[src/rtl/mini_core_rmt_bridge.sv]
// mini_core_rmt_bridge: steers core data-memory requests to local memory or to
// the remote fabric. Remote writes are posted through an in-order FIFO; remote
// reads go through the same FIFO and block the core until the response arrives
// or the response timer runs out.
module mini_core_rmt_bridge #(
    parameter int TILE_ID_W      = 8,
    parameter int OUT_FIFO_DEPTH = 4,
    parameter int RSP_TIMEOUT    = 1023
) (
    input  logic                 Clock,
    input  logic                 Rst,
    input  logic [TILE_ID_W-1:0] local_tile_id,

    input  logic [31:0]          DMemAddressQ103H,
    input  logic [31:0]          DMemWrDataQ103H,
    input  logic [3:0]           DMemByteEnQ103H,
    input  logic                 DMemWrEnQ103H,
    input  logic                 DMemRdEnQ103H,
    output logic                 DMemReadyQ103H,
    output logic [31:0]          DMemRdRspQ104H,

    output logic                 LocalReqValidQ103H,
    input  logic                 LocalReadyQ103H,
    input  logic [31:0]          LocalRdRspQ104H,

    output logic                 OutReqValid,
    output logic                 OutReqIsRd,
    output logic [31:0]          OutReqAddress,
    output logic [31:0]          OutReqData,
    output logic [3:0]           OutReqByteEn,
    input  logic                 OutReqReady,

    input  logic                 InRspValid,
    input  logic [31:0]          InRspData,

    output logic                 RmtTimeoutErr,
    output logic                 RmtBusy
);

    localparam int PTR_W = (OUT_FIFO_DEPTH > 1) ? $clog2(OUT_FIFO_DEPTH) : 1;
    localparam int CNT_W = $clog2(OUT_FIFO_DEPTH + 1);
    localparam int TO_W  = (RSP_TIMEOUT > 0) ? $clog2(RSP_TIMEOUT + 1) : 1;

    localparam logic [CNT_W-1:0] FIFO_FULL_CNT = CNT_W'(OUT_FIFO_DEPTH);
    localparam logic [TO_W-1:0]  TO_LIMIT      = TO_W'(RSP_TIMEOUT);
    localparam logic [31:0]      TIMEOUT_DATA  = 32'hDEAD_BEEF;

    typedef enum logic [1:0] {
        IDLE     = 2'd0,
        WAIT_RSP = 2'd1,
        DONE     = 2'd2
    } state_t;

    typedef enum logic [1:0] {
        SRC_NONE   = 2'd0,
        SRC_LOCAL  = 2'd1,
        SRC_REMOTE = 2'd2
    } src_t;

    state_t state;
    state_t next_state;
    src_t   rsp_src;

    logic [TO_W-1:0]  to_cnt;
    logic [31:0]      rmt_data;
    logic             timeout_err;

    logic [31:0]      fifo_addr [OUT_FIFO_DEPTH];
    logic [31:0]      fifo_data [OUT_FIFO_DEPTH];
    logic [3:0]       fifo_be   [OUT_FIFO_DEPTH];
    logic             fifo_rd   [OUT_FIFO_DEPTH];
    logic [PTR_W-1:0] wr_ptr;
    logic [PTR_W-1:0] rd_ptr;
    logic [CNT_W-1:0] fifo_cnt;

    logic [TILE_ID_W-1:0] req_tile;
    logic req_valid;
    logic req_local;
    logic local_req;
    logic remote_req;
    logic remote_rd;
    logic remote_wr;
    logic fifo_empty;
    logic fifo_full;
    logic pop;
    logic push_space;
    logic push;
    logic ready;
    logic rsp_hit;
    logic timeout_hit;

    assign req_tile   = DMemAddressQ103H[31:32-TILE_ID_W];
    assign req_valid  = DMemRdEnQ103H | DMemWrEnQ103H;
    assign req_local  = (req_tile == local_tile_id) || (req_tile == '0);
    assign local_req  = req_valid & req_local;
    assign remote_req = req_valid & ~req_local;
    assign remote_rd  = remote_req & DMemRdEnQ103H;
    assign remote_wr  = remote_req & ~DMemRdEnQ103H;

    assign fifo_empty = (fifo_cnt == '0);
    assign fifo_full  = (fifo_cnt == FIFO_FULL_CNT);
    assign pop        = ~fifo_empty & OutReqReady;
    // A full FIFO can still take an entry in the same cycle the head leaves.
    assign push_space = ~fifo_full | pop;

    assign rsp_hit     = (state == WAIT_RSP) & InRspValid;
    assign timeout_hit = (state == WAIT_RSP) & ~InRspValid & (to_cnt == TO_LIMIT);

    // Remote read FSM state register.
    always_ff @(posedge Clock) begin
        if (Rst) state <= IDLE;
        else     state <= next_state;
    end

    // Remote read FSM next-state decode.
    always_comb begin
        next_state = state;
        case (state)
            IDLE: begin
                if (!local_req && remote_rd && push_space) next_state = WAIT_RSP;
            end
            WAIT_RSP: begin
                if (InRspValid || (to_cnt == TO_LIMIT)) next_state = DONE;
            end
            DONE: begin
                next_state = IDLE;
            end
            default: next_state = IDLE;
        endcase
    end

    // Core handshake, local steering and FIFO push decode.
    always_comb begin
        ready              = 1'b0;
        push               = 1'b0;
        LocalReqValidQ103H = 1'b0;
        if (local_req) begin
            LocalReqValidQ103H = 1'b1;
            ready              = LocalReadyQ103H;
        end else if (remote_req) begin
            case (state)
                IDLE: begin
                    push  = push_space;
                    ready = remote_wr & push_space;
                end
                WAIT_RSP: begin
                    ready = 1'b0;
                end
                DONE: begin
                    ready = remote_rd;
                end
                default: ready = 1'b0;
            endcase
        end
    end

    assign DMemReadyQ103H = ready;

    // Response timer counts cycles spent in WAIT_RSP, restarting on entry.
    always_ff @(posedge Clock) begin
        if (Rst)                    to_cnt <= '0;
        else if (state == WAIT_RSP) to_cnt <= to_cnt + TO_W'(1);
        else                        to_cnt <= '0;
    end

    // Capture remote read data, substituting a marker and flagging on timeout.
    always_ff @(posedge Clock) begin
        if (Rst) begin
            rmt_data    <= '0;
            timeout_err <= 1'b0;
        end else if (rsp_hit) begin
            rmt_data    <= InRspData;
        end else if (timeout_hit) begin
            rmt_data    <= TIMEOUT_DATA;
            timeout_err <= 1'b1;
        end
    end

    // Remember where the read data for the just-accepted request comes from.
    always_ff @(posedge Clock) begin
        if (Rst)                            rsp_src <= SRC_NONE;
        else if (ready && DMemRdEnQ103H)    rsp_src <= local_req ? SRC_LOCAL : SRC_REMOTE;
        else                                rsp_src <= SRC_NONE;
    end

    // Read data mux driven by the registered source select.
    always_comb begin
        case (rsp_src)
            SRC_LOCAL:  DMemRdRspQ104H = LocalRdRspQ104H;
            SRC_REMOTE: DMemRdRspQ104H = rmt_data;
            default:    DMemRdRspQ104H = '0;
        endcase
    end

    // FIFO pointers and occupancy; power-of-2 depth lets pointers wrap naturally.
    always_ff @(posedge Clock) begin
        if (Rst) begin
            wr_ptr   <= '0;
            rd_ptr   <= '0;
            fifo_cnt <= '0;
        end else begin
            if (push) wr_ptr <= wr_ptr + PTR_W'(1);
            if (pop)  rd_ptr <= rd_ptr + PTR_W'(1);
            case ({push, pop})
                2'b10:   fifo_cnt <= fifo_cnt + CNT_W'(1);
                2'b01:   fifo_cnt <= fifo_cnt - CNT_W'(1);
                default: fifo_cnt <= fifo_cnt;
            endcase
        end
    end

    // FIFO storage; read entries carry zero data.
    always_ff @(posedge Clock) begin
        if (push) begin
            fifo_addr[wr_ptr] <= DMemAddressQ103H;
            fifo_data[wr_ptr] <= DMemRdEnQ103H ? 32'h0 : DMemWrDataQ103H;
            fifo_be[wr_ptr]   <= DMemByteEnQ103H;
            fifo_rd[wr_ptr]   <= DMemRdEnQ103H;
        end
    end

    assign OutReqValid   = ~fifo_empty;
    assign OutReqIsRd    = fifo_rd[rd_ptr];
    assign OutReqAddress = fifo_addr[rd_ptr];
    assign OutReqData    = fifo_data[rd_ptr];
    assign OutReqByteEn  = fifo_be[rd_ptr];

    assign RmtTimeoutErr = timeout_err;
    assign RmtBusy       = ~fifo_empty | (state != IDLE);

endmodule
[config.mk]
export PLATFORM = sky130hd
export DESIGN_NAME = mini_core_rmt_bridge
export DESIGN_NICKNAME = d
export VERILOG_FILES = /design/src/rtl/mini_core_rmt_bridge.sv
export SDC_FILE = /design/constraint.sdc
export NUM_CORES = 1
export LEC_CHECK = 0
export BUFFER_PORTS_ARGS = -buffer_cell sky130_fd_sc_hd__buf_4
export CORE_MARGIN = 4
export CORE_UTILIZATION = 46
export DETAILED_ROUTE_END_ITERATION = 8
export PLACE_DENSITY_LB_ADDON = 0.15
export SLEW_MARGIN = 25
export SYNTH_ARGS = -nofsm -noshare
export SYNTH_HDL_FRONTEND = slang
export SYNTH_SLANG_ARGS = --single-unit
[constraint.sdc]
create_clock -name Clock -period 4.5 [get_ports Clock]
set_input_delay 0.675 -clock Clock [delete_from_list [all_inputs] [get_ports Clock]]
set_output_delay 0.675 -clock Clock [all_outputs]
set_load 0.05 [all_outputs]
# After elaboration in Yosys (flattened, before gate mapping)

Memory sizes are Yosys's and may differ from the RTL's. A register that Yosys moved wholly into a read port is not among the register bits.
Index checks and enable logic that the tools add are counted.

Flip-flop bits (word level): 54
Bits in latches: 0
Bits in writable memories: 276
Memory bits (read-only): 0
Output and inout port bits: 106
Memories kept: 4

Add/sub/neg operators: 5
$mul: 0
Div/mod/pow operators: 0
$lt $le $gt $ge: 0
Eq/ne operators: 11
Shift-type cells: 0
Muxes and demuxes: 26
Bitwise logic cells: 20
Reduce and logical (&&, ||, !) cells: 16

Memories:

| memory    | words | width | rd ports | clocked after memory_dff | write ports | RTL line | source |
|---|---|---|---|---|---|---|---|
| fifo_addr | 4     | 32    | 1        | 1                        | 1           | 68       | `logic [31:0] fifo_addr [OUT_FIFO_DEPTH];` |
| fifo_data | 4     | 32    | 1        | 1                        | 1           | 69       | `logic [31:0] fifo_data [OUT_FIFO_DEPTH];` |
| fifo_be   | 4     | 4     | 1        | 1                        | 1           | 70       | `logic [3:0] fifo_be [OUT_FIFO_DEPTH];` |
| fifo_rd   | 4     | 1     | 1        | 1                        | 1           | 71       | `logic fifo_rd [OUT_FIFO_DEPTH];` |

Operator list:

| kind                    | count |
|---|---|
| $mux W32                | 3 |
| $pmux W32 S2            | 1 |
| $mux W2                 | 11 |
| $add A10 B1 Y10 const B | 1 |
| $eq A10 B10 Y1 const B  | 1 |
| $and A1 B1 Y1           | 9 |
| $eq A8 B8 Y1            | 1 |
| $logic_not A8 Y1        | 1 |
| $mux W1                 | 8 |
| $not A1 Y1              | 8 |
| $eq A2 B1 Y1 const B    | 3 |
| $eq A2 B2 Y1 const B    | 3 |
| $pmux W3 S2             | 1 |
| $reduce_bool A2 Y1      | 3 |
| $add A2 B1 Y2 const B   | 2 |
| $pmux W2 S2             | 1 |
| $reduce_and A2 Y1       | 2 |
| $reduce_or A2 Y1        | 2 |
| $add A3 B1 Y3 const B   | 1 |
| $eq A3 B3 Y1 const B    | 1 |
| $logic_and A1 B1 Y1     | 3 |
| $logic_not A3 Y1        | 1 |
| $or A1 B1 Y1            | 3 |
| $sub A3 B1 Y3 const B   | 1 |
| other kinds (6)         | 7 |

# Logic depth before layout (Yosys ltp)

Gate-level depths: netlist (run 1).

Word-level depth: 12
Gate-level depth with buffers: 11
Gate-level depth less buffers: 11

# Worst setup path before layout (run 1)

OpenSTA, ideal clock, no wires.

Path kind: input to register
From: input port DMemAddressQ103H[30]
To: memory fifo_addr[0][0] (enable)
Library setup time: 0.435 ns
Arrival time: 2.983 ns
Path slack: 1.083 ns
Cell stages on the path: 5
Path buffers: 0
Path through: xnor2_1 -> nand4_1 -> o21ai_4 -> nor3_4 -> and2_1

Cells in the longest elaborated chain, start to end: 8
Elaborated cells between the ends (all ways): 10

Ends and longest elaborated chain:

| what                                             | RTL line | source |
|---|---|---|
| from (decl)                                      | 14       | `input logic [31:0] DMemAddressQ103H,` |
| $eq A8 B8 Y1 or $logic_not A8 Y1 (tied branches) | 94       | `assign req_local = (req_tile == local_tile_id) \|\| (req_tile == '0);` |
| $logic_or A1 B1 Y1 *                             | 94       |  |
| $not A1 Y1                                       | 96       | `assign remote_req = req_valid & ~req_local;` |
| $and A1 B1 Y1                                    | 96       |  |
| $mux W1                                          | 140      | `end else if (remote_req) begin` |
| $mux W1 *                                        | 137      | `if (local_req) begin` |
| $mux W1 *                                        | 214      | `if (push) begin` |
| $mux W1 (not written as such) *                  | 215      | `fifo_addr[wr_ptr] <= DMemAddressQ103H;` |
| to (decl)                                        | 68       |  |

Every way passes the cells marked *; elsewhere a longest branch is shown, timed or not.

==> run_results.csv, run 1 <==
group,metric,value,unit
status,status,"finished, final reports clean",
cells_and_area,ff_latch_area,9420,µm²
synthesis,syn_avg_cell_area,17.5,µm²
sta,setup_viol,0,
floorplanning,rows,61,
synthesis,syn_inst,740,
floorplanning,dieArea,30800,µm²
critical_path,path_max_fanout,21,
sta,whs,0.374,ns
synthesis,ys_ff_latch,332,
floorplanning,start_util,46.5,%
power,ir_drop,0.269,mV
synthesis,synth_area,12900,µm²
sta,maxSlewViolCount,0,
cts,clk_pin_slew_worst_paths,0.06,ns
worst_hold_path,hold-path-endpoint,"fifo_addr[2][10]$_DFFE_PP_",
cts,cts_hold_buf,0,
sta,rsz0062_at_grt,"no",
synthesis,ys_warn_count,0,
floorplanning,die_h,176,µm
sta,period_minus_slack,3.06,ns
place,hpwl,17.3,mm
worst_hold_path,hold_path.class,"input pin to register",
cells_and_area,drive_above_1_share,38.4,%
drt,drc_errors,0,
cells_and_area,antenna_cells,0,
synthesis,synth_seq_area_share,72.8,%
cells_and_area,fin_nets,1151,
power,power,9.58,mW
sta,final-hold-violation-count,0,
power,cellLeakagePower,5.67,nW
cts,h-tree-depth,2,
sta,max_freq,327,MHz
synthesis,ys_async_sr_fraction,0,%
drt,ant_nets,0,
synthesis,synth_edf_count,276,
cells_and_area,multi_input_area,3280,µm²
critical_path,reg2reg_from,"fifo_cnt[2]$_SDFFE_PP0P_",
cts,cts_resized,0,
worst_hold_path,whs_path_depth,1,
cts,numCtsBuffers,34,
cts,clkSinkCount,332,
drt,drt_pre_antenna_iters,6,
floorplanning,fp.coreArea,27800,µm²
synthesis,yosysUniqueCellTypes,43,
drt,via_count,7235,
cts,post_cts_buffers,0,
global_routing,grt_antenna_before_repair,0,
global_routing,grt_pass1_vias,7474,
floorplanning,dieWidth,176,µm
sta,relSlewSlack,34.6,%
sta,setup-tns-final,0,ns
global_routing,gr-total-overflow,0,
sta,fin_ws,1.44,ns
place,pre_cts_ws,1.45,ns
worst_hold_path,min_from,"DMemAddressQ103H[10]",
power,power.density,588,nW/µm²
critical_path,worst_setup_path_end_kind,"output pin",
global_routing,grt_max_degree,70,
sta,worstMarginPinSlew,0.979,ns
global_routing,grt_use_total,17.2,%
sta,fin_crit_sh,68.0,%
cts,cts_tree,"yes",
drt,avgRoutedWirePerCell,19.2,µm
floorplanning,io_pins,253,
critical_path,criticalPathCategory,"register to output pin",
drt,totalWireLength,26.9,mm
sta,finalClockSkew,0.0134,ns
synthesis,synth_fp_nets,896,
synthesis,synth-main-ff-cell,"edfxtp_1",
critical_path,crit_required,3.83,ns
place,numPortBuffers,252,
place,place_congestion,0.742,
global_routing,grt_pass1_wl,41.6,mm
critical_path,r2r_cells,5,
job,drv_cap,0,
cts,clock_latency,0.50,ns
cells_and_area,nFillCells,2203,
cells_and_area,syn2layout_area_growth,26.1,%
critical_path,r2r_slack,2.04,ns
critical_path,start_kind,"register",
cts,cts_max_path_buffers,3,
critical_path,crit_arrival,2.38,ns
drt,via_per_inst,5.18,
cts,ctsRootBufferMaster,"clkbuf_16",
critical_path,r2r-end,"fifo_data[1][2]$_DFFE_PP_",
drt,drt_iter0_drc,505,
[sequential cells by signal, indices dropped and copies added, names as in the netlist, named ones only]
name / count
rmt_data: 32
fifo_be: 16
to_cnt: 10
rsp_src: 2
wr_ptr: 2
fifo_data: 128
fifo_rd: 4
state: 2
fifo_cnt: 3
fifo_addr: 128
rd_ptr: 2
RmtTimeoutErr: 1
[layout make-up]
type                            instances  area share [%]
Tap cell                              378            2.90
Inverter                               11           0.253
Multi-Input combinational cell        353            20.1
Clock inverter                         15           0.614
Clock buffer                           45            5.87
Timing Repair Buffer                  263            12.4
Sequential cell                       332            57.8
[per-layer routing]
metal	GRT usage (%)	vias to the layer above	share of wire, %
met5	0	-	0
met4	3.80	0	1.5
met3	4.54	33	6.8
met2	28.9	227	50
met1	22.9	3593	42
li1	-	3382	-
[worst max path at each step]
stage	to	slack [ns]	cells past startpoint
6_report	OutReqData[13]	1.44	3
5_1_grt	OutReqData[20]	1.23	3
4_1_cts	OutReqData[20]	1.33	3
3_5_place_dp	fifo_data[1][2]$_DFFE_PP_	1.45	5
3_3_place_gp	fifo_data[1][8]$_DFFE_PP_	1.52	5
2_1_floorplan	fifo_addr[0][0]$_DFFE_PP_	1.08	5
[kinds of logic after synthesis]
group,Yosys count,synth area share [%]
adders and majority gates,9,0.930
muxes,71,12.2
DFF,332,72.8
xor gates and xnor gates,20,1.36
and+or+nand+nor,179,6.89
buffers and inverters,55,1.90
AOI/OAI and AO/OA,74,3.87
[power breakdown]
part,total [mW],switching (mW),internal (mW)
Clock,2.63,1.08,1.55
Sequential,3.91,0.161,3.75
Combinational,3.04,1.94,1.10
Total,9.58,3.18,6.40
[through the flow]
step           util [%]  std cells  cell area (µm²)
6_report           58.6       1397            16300
5_1_grt            58.6       1397            16300
4_1_cts            58.5       1395            16300
3_5_place_dp       54.7       1335            15200
3_3_place_gp       54.7       1335            15200
2_1_floorplan         -        740            12900
[worst max-delay path: stages (launching register included)]
cell and delay [ns]:
dfxtp_4 0.61, buf_4 0.47, mux4_2 0.59, buf_4 0.21
[synth_stat cells, types with 7 or more instances]
master | number | share of area, %
nand3_1 | 12 | 0.46
clkbuf_1 | 28 | 0.81
a31oi_1 | 12 | 0.58
and2_1 | 7 | 0.34
inv_1 | 11 | 0.32
nor2_1 | 64 | 1.9
dfxtp_1 | 56 | 8.7
xor2_1 | 7 | 0.47
ha_1 | 8 | 0.77
a22oi_1 | 32 | 1.9
o22ai_1 | 12 | 0.58
nand2_1 | 36 | 1.0
xnor2_1 | 13 | 0.88
edfxtp_1 | 276 | 64
nor2b_1 | 32 | 1.5
a21oi_1 | 13 | 0.50
buf_2 | 13 | 0.50
mux4_2 | 69 | 12
[layout by cell type, fill, tap and decap left out, types with 11 or more instances in the layout]
cell       Yosys  layout
inv_1         11      11
o22ai_1       12      12
edfxtp_1     276     276
clkbuf_16      0      37
nand2_1       36      36
nor2b_1       32      32
nand3_1       12      12
mux4_2        69      69
xnor2_1       13      13
a21oi_1       13      13
a31oi_1       12      12
a22oi_1       32      32
nor2_1        64      64
buf_4          0     259
dfxtp_1       56      54
Note: power is estimated with default switching activity, not from simulation.
==> run 2, diff against run 1 <==
==> constraint.sdc (replaced) <==
create_clock -name Clock -period 2.8 [get_ports Clock]
set_input_delay 0.42 -clock Clock [delete_from_list [all_inputs] [get_ports Clock]]
set_output_delay 0.42 -clock Clock [all_outputs]
set_load 0.05 [all_outputs]
==> run_results.csv, run 2 (synthesis gave the netlist of run 1 again) <==
group,metric,value,unit
drt,avgRoutedWirePerCell,19.0,µm
critical_path,crit_arrival,2.21,ns
cts,post_cts_buffers,0,
sta,finalClockSkew,0.0137,ns
critical_path,slowest_delay,0.58,ns
cts,cts_max_path_buffers,3,
sta,final-hold-violation-count,0,
job,drv_cap,0,
sta,setup-tns-final,0,ns
place,pre_cts_ws,0.165,ns
sta,worstMarginPinSlew,0.589,ns
place,numPortBuffers,252,
global_routing,gr-total-overflow,0,
power,power.density,957,nW/µm²
floorplanning,dieArea,30800,µm²
sta,fin_ws,0.168,ns
cells_and_area,finalNonFillerCells,1409,
worst_hold_path,whs_path_depth,1,
status,status,"finished, final reports clean",
cells_and_area,mostFrequentLayoutCell,"edfxtp_1",
global_routing,grt_pass1_wl,41.5,mm
drt,drc_errors,0,
sta,rsz0062_at_grt,"no",
sta,relSlewSlack,60.7,%
cells_and_area,antenna_cells,0,
drt,via_per_inst,5.13,
sta,max_freq,380,MHz
critical_path,path_cells,"buf_12 > mux4_2 > buf_4",
place,dp.cells,1346,
critical_path,path_max_fanout,30,
critical_path,r2r_slack,0.48,ns
global_routing,grt_pass1_vias,7618,
place,placedInstanceArea,15400,µm²
floorplanning,rows,61,
cells_and_area,fin_nets,1161,
drt,via_count,7231,
cells_and_area,reg_top3,"fifo_addr x128, fifo_data x128, rmt_data x32",
critical_path,r2r_cells,10,
power,cellLeakagePower,5.80,nW
cells_and_area,syn2layout_area_growth,28.0,%
drt,totalWireLength,26.7,mm
cts,h-tree-depth,2,
critical_path,reg2reg_from,"fifo_cnt[0]$_SDFFE_PP0P_",
cts,numCtsBuffers,35,
cts,ctsRootBufferMaster,"clkbuf_16",
drt,ant_nets,0,
cts,clkSinkCount,332,
global_routing,grt_use_total,16.9,%
floorplanning,fp.coreArea,27800,µm²
drt,dr_wl_met2,13.1,mm
sta,setup_viol,0,
critical_path,criticalPathCategory,"register to output pin",
cts,cts_hold_buf,0,
floorplanning,dieWidth,176,µm
worst_hold_path,min_from,"DMemAddressQ103H[0]",
sta,fin_crit_sh,94.0,%
critical_path,start_kind,"register",
drt,drt_pre_antenna_iters,4,
place,place_congestion,0.751,
place,hpwl,17.4,mm
worst_hold_path,hold-path-endpoint,"fifo_addr[3][0]$_DFFE_PP_",
drt,routed-wl-met3,1.79,mm
sta,whs,0.111,ns
worst_hold_path,hold_path.class,"input pin to register",
floorplanning,die_h,176,µm
cts,clk_pin_slew_worst_paths,0.06,ns
critical_path,worst_setup_path_end_kind,"output pin",
critical_path,crit_required,2.38,ns
cts,cts_tree,"yes",
cts,clock_latency,0.50,ns
global_routing,grt_max_degree,48,
drt,drt_iter0_drc,453,
drt,top_layer,"met4",
global_routing,grt_antenna_before_repair,0,
critical_path,r2r-end,"fifo_cnt[2]$_SDFFE_PP0P_",
floorplanning,io_pins,253,
critical_path,cp_slowest_cell,"dfxtp_4",
cells_and_area,drive_above_1_share,39.1,%
drt,m1WireLength,11.5,mm
sta,period_minus_slack,2.63,ns
cts,cts_resized,0,
floorplanning,start_util,46.5,%
power,ir_drop,0.590,mV
sta,maxSlewViolCount,0,
cells_and_area,final_area,16500,µm²
cells_and_area,final_cell_mix,"edfxtp_1, buf_4, mux4_2",
-- run 2: cell count changes in the layout (fill, tap and decap cells not counted), moves of 2 or more --
cell        before  now
bufinv_16        1    4
clkbuf_8         0    2
clkbuf_1         8    6
buf_4          259  261
buf_12           4   11
clkinvlp_4       4    1
-- run 2: power breakdown --
group / internal, mW / leakage [nW] / switching, mW / total [mW]
Clock: 2.78 / 0.559 / 1.79 / 4.57
Combinational: 1.84 / 2.22 / 3.15 / 4.99
Sequential: 6.02 / 3.02 / 0.240 / 6.26
Total: 10.6 / 5.80 / 5.18 / 15.8
-- run 2: area by class of cell --
| cell class | count | area (µm²) |
|---|---|---|
| multi-input combinational | 353 | 3280 |
| inverter | 11 | 41.3 |
| sequential | 332 | 9420 |
| fill | 2217 | 11200 |
| clock buffer | 44 | 951 |
| clock inverter | 19 | 201 |
| tap | 378 | 473 |
| timing repair buffer | 272 | 2180 |
-- run 2: worst max-delay path, delay by kind of cell (launching register included) --
family,cells,cell delay [ns]
buffers and inverters,2,0.52
multiplexers,1,0.58
flip-flops,1,0.58
-- run 2: stage by stage --
| step | utilization, % | power (mW) |
|---|---|---|
| finish | 59.5 | 15.8 |
| global route | 59.5 | 16.5 |
| CTS | 59.5 | 16.0 |
| detailed placement | 55.4 | 11.4 |
| global placement | 55.4 | 11.4 |
| floorplan | - | 9.83 |
-- run 2: worst max path at each step --
stage               depth (start not counted)                   from                  endpoint  slack [ns]
floorplan                                   5            OutReqReady            DMemReadyQ103H        0.16
global placement                           12   DMemAddressQ103H[26]  fifo_cnt[2]$_SDFFE_PP0P_        0.19
detailed placement                         12   DMemAddressQ103H[26]  fifo_cnt[2]$_SDFFE_PP0P_        0.17
CTS                                         4  rsp_src[0]$_SDFF_PP0_        DMemRdRspQ104H[19]        0.06
global route                                3               register            OutReqData[12]        0.03
finish                                      3               register            OutReqData[12]        0.17
-- run 2: metal layers --
metal | up-vias | track usage [%]
li1 | 3416 | -
met1 | 3549 | 23.0
met2 | 231 | 28.2
met3 | 35 | 4.26
met4 | 0 | 3.41
met5 | - | 0
==> run 3, diff against run 2 <==
--- a/config.mk
+++ b/config.mk
@@ -7,7 +7,7 @@
 export LEC_CHECK = 0
 export BUFFER_PORTS_ARGS = -buffer_cell sky130_fd_sc_hd__buf_4
 export CORE_MARGIN = 4
-export CORE_UTILIZATION = 46
+export CORE_UTILIZATION = 50
 export DETAILED_ROUTE_END_ITERATION = 8
 export PLACE_DENSITY_LB_ADDON = 0.15
 export SLEW_MARGIN = 25
==> run_results.csv, run 3 (synthesis gave the netlist of run 1 again) <==
group,metric,value,unit
cts,cts_hold_buf,0,
critical_path,criticalPathCategory,"register to output pin",
cells_and_area,antenna_cells,0,
floorplanning,dieWidth,169,µm
cells_and_area,reg_top3,"fifo_addr x128, fifo_data x128, rmt_data x32",
cts,cts_tree,"yes",
critical_path,reg2reg_from,"fifo_cnt[0]$_SDFFE_PP0P_",
power,combPwrFrac,32.5,%
drt,ant_nets,0,
critical_path,crit_arrival,2.08,ns
sta,relSlewSlack,62.6,%
drt,avgRoutedWirePerCell,19.7,µm
critical_path,crit_path_end,"DMemReadyQ103H",
critical_path,start_kind,"register",
worst_hold_path,hold_path.class,"input pin to register",
critical_path,path_max_fanout,4,
global_routing,gr-total-overflow,0,
floorplanning,fp.coreArea,25300,µm²
global_routing,grt_pass1_vias,7710,
place,numPortBuffers,252,
power,p_switching,5.15,mW
sta,fin_crit_sh,89.3,%
floorplanning,dieArea,28500,µm²
cells_and_area,syn2layout_area_growth,27.0,%
drt,drt_iter0_drc,473,
cts,clock_latency,0.50,ns
sta,finalClockSkew,0.0140,ns
cts,h-tree-depth,2,
status,status,"finished, final reports clean",
floorplanning,io_pins,253,
critical_path,r2r_slack,0.54,ns
sta,period_minus_slack,2.50,ns
job,drv_cap,0,
cts,post_cts_buffers,0,
cells_and_area,drive_above_1_share,39.0,%
sta,whs,0.116,ns
global_routing,grt_antenna_before_repair,1,
power,p_sw_share,33.2,%
global_routing,grt_max_degree,48,
floorplanning,rows,58,
critical_path,r2r-end,"fifo_cnt[2]$_SDFFE_PP0P_",
place,hpwl,17.3,mm
cells_and_area,fin_nets,1162,
global_routing,grt_use_total,18.6,%
drt,via_count,7403,
cts,numCtsBuffers,35,
critical_path,worst_setup_path_end_kind,"output pin",
power,cellLeakagePower,5.76,nW
floorplanning,start_util,51.0,%
drt,drc_errors,0,
sta,final-hold-violation-count,0,
cts,cts_resized,0,
power,ir_drop,0.554,mV
cts,clkSinkCount,332,
cts,ctsRootBufferMaster,"clkbuf_16",
sta,setup-tns-final,0,ns
critical_path,crit_start,"fifo_cnt[2]$_SDFFE_PP0P_",
cells_and_area,final_cell_mix,"edfxtp_1, buf_4, mux4_2",
floorplanning,die_h,169,µm
sta,rsz0062_at_grt,"no",
sta,maxSlewViolCount,0,
drt,via_per_inst,5.44,
cts,cts_max_path_buffers,3,
power,intPower,10.3,mW
sta,setup_viol,0,
global_routing,grt_pass1_wl,41.9,mm
power,p_clk_share,27.4,%
critical_path,r2r_cells,10,
cts,clk_pin_slew_worst_paths,0.06,ns
place,place_congestion,0.785,
sta,max_freq,400,MHz
drt,drt_pre_antenna_iters,6,
critical_path,crit_required,2.38,ns
power,p_seq_share,40.1,%
sta,worstMarginPinSlew,0.561,ns
cells_and_area,mostFrequentLayoutCell,"edfxtp_1",
power,power.density,945,nW/µm²
drt,totalWireLength,26.8,mm
-- run 3: critical path, stage by stage (launching register included) --
cell and delay (ns):
dfxtp_1 0.33, nor4b_1 0.15, or3_4 0.36, nor3b_1 0.19, a21oi_1 0.06, o31ai_1 0.24
buf_4 0.25
-- run 3: area by class of cell --
class,count,area [µm²]
multi-input cells,353,3280
fillers,1794,8930
repair buffers,273,2190
inverters,11,41.3
clock inverters,18,121
clock buffers,45,945
well taps,330,413
flip-flops and latches,332,9420
-- run 3: worst min-delay path by stage --
| stage | from | to | slack, ns | cells after the start |
|---|---|---|---|---|
| 3_3_place_gp | to_cnt[0]$_SDFF_PP0_ | to_cnt[0]$_SDFF_PP0_ | 0.44 | 1 |
| 5_1_grt | DMemAddressQ103H[20] | fifo_addr[0][20]$_DFFE_PP_ | 0.09 | 1 |
| 6_report | DMemAddressQ103H[2] | fifo_addr[0][2]$_DFFE_PP_ | 0.12 | 1 |
| 2_1_floorplan | to_cnt[0]$_SDFF_PP0_ | to_cnt[0]$_SDFF_PP0_ | 0.43 | 1 |
| 3_5_place_dp | RmtTimeoutErr$_SDFFE_PP0P_ | RmtTimeoutErr$_SDFFE_PP0P_ | 0.44 | 2 |
| 4_1_cts | DMemAddressQ103H[2] | fifo_addr[0][2]$_DFFE_PP_ | 0.09 | 1 |
-- run 3: metal layers --
metal	GRT usage, %	vias up	part of all wire (%)
li1	-	3415	-
met1	25.4	3721	42
met2	30.7	227	50
met3	4.83	38	6.6
met4	3.71	2	1.5
met5	0	-	0.048
-- run 3: power by group through the flow --
| stage | logic [mW] | registers [mW] | clock network (mW) |
|---|---|---|---|
| 2_1_floorplan | 3.59 | 6.23 | 0 |
| 3_3_place_gp | 5.11 | 6.29 | 0 |
| 3_5_place_dp | 5.13 | 6.31 | 0 |
| 4_1_cts | 5.13 | 6.22 | 4.34 |
| 5_1_grt | 5.32 | 6.26 | 4.58 |
| 6_report | 5.04 | 6.21 | 4.24 |
-- run 3: per-stage QoR --
| step | util (%) | total power [mW] | std cells | cell area, µm² | setup slack, ns |
|---|---|---|---|---|---|
| floorplan | - | 9.83 | 740 | 12900 | 0.161 |
| global placement | 60.5 | 11.4 | 1299 | 15300 | 0.189 |
| detailed placement | 60.5 | 11.4 | 1299 | 15300 | 0.127 |
| CTS | 64.7 | 15.7 | 1362 | 16400 | 0.155 |
| global route | 64.8 | 16.2 | 1362 | 16400 | 0.206 |
| finish | 64.8 | 15.5 | 1362 | 16400 | 0.299 |
